File: config.mk
export PLATFORM = sky130hd
export DESIGN_NAME = or4x4_arb
export DESIGN_NICKNAME = d
export VERILOG_FILES = /design/src/rtl/or4x4_arb.sv
export SDC_FILE = /design/constraint.sdc
export NUM_CORES = 1
export LEC_CHECK = 0
export BUFFER_PORTS_ARGS = -buffer_cell sky130_fd_sc_hd__clkbuf_2
export CAP_MARGIN = 20
export CORE_ASPECT_RATIO = 0.8
export CORE_UTILIZATION = 35
export CTS_CLUSTER_SIZE = 30
export DETAILED_ROUTE_END_ITERATION = 8
export HOLD_SLACK_MARGIN = 0.15
export PLACE_DENSITY = 0.83
export SYNTH_ARGS = -nofsm -noshare
export SYNTH_HDL_FRONTEND = slang
export SYNTH_SLANG_ARGS = --single-unit
File: constraint.sdc
create_clock -name CLK -period 2.4 [get_ports CLK]
set_input_delay 0.72 -clock CLK [delete_from_list [all_inputs] [get_ports CLK]]
set_output_delay 0.72 -clock CLK [all_outputs]
set_load 0.1 [all_outputs]
File: src/rtl/or4x4_arb.sv
// Round-robin arbiter over four requesters; the granted operand set is OR-reduced
// into a single-entry output register that honours O_READY backpressure.
module or4x4_arb #(
    parameter int WIDTH = 4
) (
    input  logic               CLK,
    input  logic               ASYNCRESET,
    input  logic [3:0]         REQ,
    input  logic [4*WIDTH-1:0] I0,
    input  logic [4*WIDTH-1:0] I1,
    input  logic [4*WIDTH-1:0] I2,
    input  logic [4*WIDTH-1:0] I3,
    output logic [3:0]         GNT,
    output logic [WIDTH-1:0]   O,
    output logic               O_VALID,
    output logic [1:0]         O_ID,
    input  logic               O_READY,
    output logic [7:0]         COUNT
);

    logic [1:0]         ptr;
    logic               free;
    logic               deliver;
    logic               grant_any;
    logic [1:0]         grant_idx;
    logic [4*WIDTH-1:0] grant_set;
    logic [WIDTH-1:0]   grant_or;

    // The slot accepts a new result when empty or when the current one leaves this cycle.
    assign free    = !O_VALID || O_READY;
    assign deliver = O_VALID && O_READY;

    // Search order starts at ptr; 2-bit index arithmetic wraps modulo 4.
    always_comb begin
        // NOTE: every combinational output gets a default first so no path infers a latch.
        grant_any = 1'b0;
        grant_idx = ptr;
        for (int i = 0; i < 4; i++) begin
            if (!grant_any && REQ[ptr + 2'(i)]) begin
                grant_any = 1'b1;
                grant_idx = ptr + 2'(i);
            end
        end
        if (!free || ASYNCRESET) begin
            grant_any = 1'b0;
        end
    end

    always_comb begin
        GNT = '0;
        if (grant_any) begin
            GNT[grant_idx] = 1'b1;
        end
    end

    always_comb begin
        case (grant_idx)
            2'd0:    grant_set = I0;
            2'd1:    grant_set = I1;
            2'd2:    grant_set = I2;
            default: grant_set = I3;
        endcase
    end

    always_comb begin
        grant_or = '0;
        for (int j = 0; j < 4; j++) begin
            grant_or = grant_or | grant_set[j*WIDTH +: WIDTH];
        end
    end

    // A grant in the same cycle as a delivery reloads the slot, so O_VALID never bubbles.
    always_ff @(posedge CLK or posedge ASYNCRESET) begin
        if (ASYNCRESET) begin
            O       <= '0;
            O_ID    <= 2'd0;
            O_VALID <= 1'b0;
            ptr     <= 2'd0;
            COUNT   <= 8'd0;
        end else begin
            // NOTE: state is updated with non-blocking assignments so every register samples pre-edge values.
            if (grant_any) begin
                O       <= grant_or;
                O_ID    <= grant_idx;
                O_VALID <= 1'b1;
                ptr     <= grant_idx + 2'd1;
            end else if (deliver) begin
                O_VALID <= 1'b0;
            end
            if (deliver) begin
                COUNT <= COUNT + 8'd1;
            end
        end
    end

endmodule
==> results.sh <==
export IMPL_power_per_cell_area_mw_per_mm2=1210
export IMPL_max_clock_freq_mhz=379
export IMPL_drt_initial_drc_count=21
export IMPL_hold_depth=1
export IMPL_ctsLongestPathBuffers=2
export IMPL_diodes=0
export IMPL_grt_overflow=0
export IMPL_worstHoldEndpoint="COUNT[7]"
export IMPL_regToRegSetupSlack_ns=0.16
export IMPL_netlist_area_mm2=0.00113
export IMPL_grtUsageTotal=0.200
export IMPL_die_area_mm2=0.00345
export IMPL_portBuffers=89
export IMPL_slew_headroom=0.581
export IMPL_cts_buffers=3
export IMPL_wire_per_inst_um=12.3
export IMPL_die_height_um=52.7
export IMPL_cts_tree="done"
export IMPL_ant_nets=0
export IMPL_hold_viol=0
export IMPL_crit_slowest_cell="or3_4"
export IMPL_wl_um=3240
export IMPL_grt_busiest_layer="met2"
export IMPL_clk_pin_slew_worst_paths_ns=0.06
export IMPL_antenna_found_initial=0
export IMPL_met1_usage=0.203
export IMPL_grt_max_degree=18
export IMPL_vias=1276
export IMPL_synthCells=111
export IMPL_slew_violations=0
export IMPL_drcViolationCount=2
export IMPL_finalSetupViolations=4
export IMPL_max_stage_delay_ns=0.36
export IMPL_finalClockSkew_ns=0.00132
export IMPL_synth_yosys_seq_area_share=0.378
export IMPL_cp_required_ns=1.68
export IMPL_cp_common_cell="o21ai_2"
export IMPL_violations="design-rule violations, negative setup slack"
export IMPL_syn_area_per_cell_um2=10.1
export IMPL_crit_buf_inv=3
export IMPL_hpwlAfterDp_um=2650
export IMPL_cp_max_fo=6
export IMPL_leakagePower_nw=1.01
export IMPL_r2r_start="ptr[1]"
export IMPL_tightest_slew_ns=0.628
export IMPL_via_per_inst=4.85
export IMPL_syn_num_nets=188
export IMPL_grtUsageMet3=0.0522
export IMPL_gp_congestion=0.688
export IMPL_first_pass_iters=5
export IMPL_hp_start="COUNT[7]"
export IMPL_crit_chain="buf_8 -> or3_4 -> o21ai_2 -> o21ai_2 -> inv_2 -> ha_4 -> and2_4 -> buf_12"
export IMPL_cts_sinks=17
export IMPL_worstSetupEndpointType="output port"
export IMPL_start_kind="primary input"
export IMPL_layout_commonest_cell="clkbuf_2"
export IMPL_fin_nets=301
export IMPL_total_power_mw=2.38
export IMPL_r2r_cells=11
export IMPL_final_cell_mix="82 x clkbuf_2, 20 x buf_4, 17 x dfrtp_1, 12 x o41ai_1, 9 x nand2_1"
export IMPL_die_w_um=65.4
export IMPL_drive_gt1_frac=0.646
export IMPL_crit_arrival_ns=1.92
export IMPL_use_met2=0.393
export IMPL_areaGrowthSynthToFinish_pct=74.4
export IMPL_timing_final_crit_share=1.10
export IMPL_grt_pass1_vias=1183
export IMPL_cp_top_family="simple AND/OR/NAND/NOR gates"
export IMPL_ys_seq_elements=17
export IMPL_yosysUniqueCellTypes=34
export IMPL_hold_class="register to register"
export IMPL_core_area_mm2=0.00309
export IMPL_clock_latency_ns=0.25
export IMPL_yosys_warnings=0
export IMPL_num_io_pins=90
export IMPL_ir_worst_vdd_v=0.000758
export IMPL_grt_pass1_wl_um=5000
export IMPL_regToRegEndpoint="O[3]"
export IMPL_root_buffer="clkbuf_8"
export IMPL_worst_slack_ns=-0.239
export IMPL_hold_ws_ns=0.491
export IMPL_nFillCells=274
export IMPL_maxCapViolations=0
export IMPL_htree_levels=1
export IMPL_critical_path_class="primary input to output port"
export IMPL_rows=18
export IMPL_initial_core_util=0.365
export IMPL_rsz0062_at_grt="yes"
export IMPL_min_period_ns=2.64
export IMPL_status="finished with violations"
cells in the mapped netlist:
cell,instances,area share
dfrtp_1,17,0.38
o41ai_1,12,0.093
nand2_1,9,0.030
inv_1,8,0.027
ha_1,6,0.067
and2_1,4,0.022
nand3_1,4,0.018
nor2_1,4,0.013
o21ai_0,4,0.018
xnor2_1,4,0.031
nand3_2,3,0.027
nand4b_1,3,0.023
nor2b_1,3,0.017
nor4_1,3,0.017
o21ai_2,3,0.023
xor2_1,3,0.023
a21oi_1,2,0.0089
a21oi_2,2,0.016
mux2_4,2,0.027
a21o_2,1,0.0078
and4b_1,1,0.0089
buf_6,1,0.010
inv_2,1,0.0033
mux2_2,1,0.010
nor2_2,1,0.0056
nor3_1,1,0.0044
nor3_4,1,0.014
nor4_2,1,0.011
o21ai_1,1,0.0044
o21bai_1,1,0.0067
o221a_2,1,0.010
o22ai_2,1,0.011
or3_1,1,0.0056
or4b_1,1,0.0089
power breakdown:
group	internal [mW]	leakage (nW)	switching (mW)
logic	0.485	0.776	1.18
clock network	0.115	0.0255	0.0948
registers	0.401	0.205	0.109
total	1.00	1.01	1.38
registers in the layout (all words and copies together), names as in the netlist:
| register | cells |
|---|---|
| O_VALID | 1 |
| O | 4 |
| ptr | 2 |
| COUNT | 8 |
| O_ID | 2 |
what timing repair did:
item | 4_1_cts | 5_1_grt
gates resized for setup | 7 | 6
setup buffers | 4 | 2
pin swaps | 4 | 5
endpoints found under the setup margin | 4 | 4
gates cloned | 0 | 0
hold buffers | 0 | 0
metrics by stage:
stage               TNS, ns  instances   util  setup slack [ns]  cell area [µm²]
floorplan            -0.488        111      -            -0.140             1170
global placement      -1.04        253  0.589            -0.253             1820
detailed placement    -1.18        253  0.589            -0.284             1820
CTS                  -0.917        261  0.624            -0.246             1930
global route          -1.10        263  0.637            -0.296             1960
finish               -0.880        263  0.637            -0.239             1960
cells by family (layout without fill, tap and decap cells):
group                      count (synthesis)  count (layout)  synth area share
muxes                                      3               3            0.0367
DFF                                       17              17             0.378
AOI/OAI and AO/OA                         28              28             0.199
and+or+nand+nor                           40              40             0.226
adders and majority gates                  6               6            0.0667
xor gates and xnor gates                   7               7            0.0544
buffers and inverters                     10             122            0.0400
routing by layer:
metal,part of all wire,wire length [µm]
met2,0.55,1780
met1,0.38,1230
met4,0.0043,14
met5,0,0
met3,0.067,217
cell type report:
type | instances | area (µm²) | share of cell area
Multi-Input combinational cell | 84 | 726 | 0.369
Inverter | 9 | 33.8 | 0.0172
Tap cell | 40 | 50.0 | 0.0255
Sequential cell | 17 | 425 | 0.217
Clock buffer | 3 | 41.3 | 0.0210
Clock inverter | 1 | 5.00 | 0.00255
Timing Repair Buffer | 109 | 683 | 0.348
worst register-to-register path, stage by stage (launching register included):
cell,delay (ns)
dfrtp_1,0.45
or3_4,0.41
o21ai_2,0.07
o21ai_2,0.10
buf_4,0.15
buf_4,0.12
buf_4,0.12
ha_1,0.19
buf_4,0.16
nand4b_1,0.20
nand3_2,0.11
o21ai_2,0.05
worst max-delay path by stage:
stage,startpoint,endpoint,depth (start not counted)
final,REQ[3],GNT[1],8
after global routing,REQ[3],GNT[1],8
after CTS,REQ[2],GNT[0],8
after detailed placement,REQ[0],GNT[2],8
after global placement,REQ[0],GNT[2],8
after floorplan,REQ[0],GNT[2],6
Power figures use the tool's default switching activity.
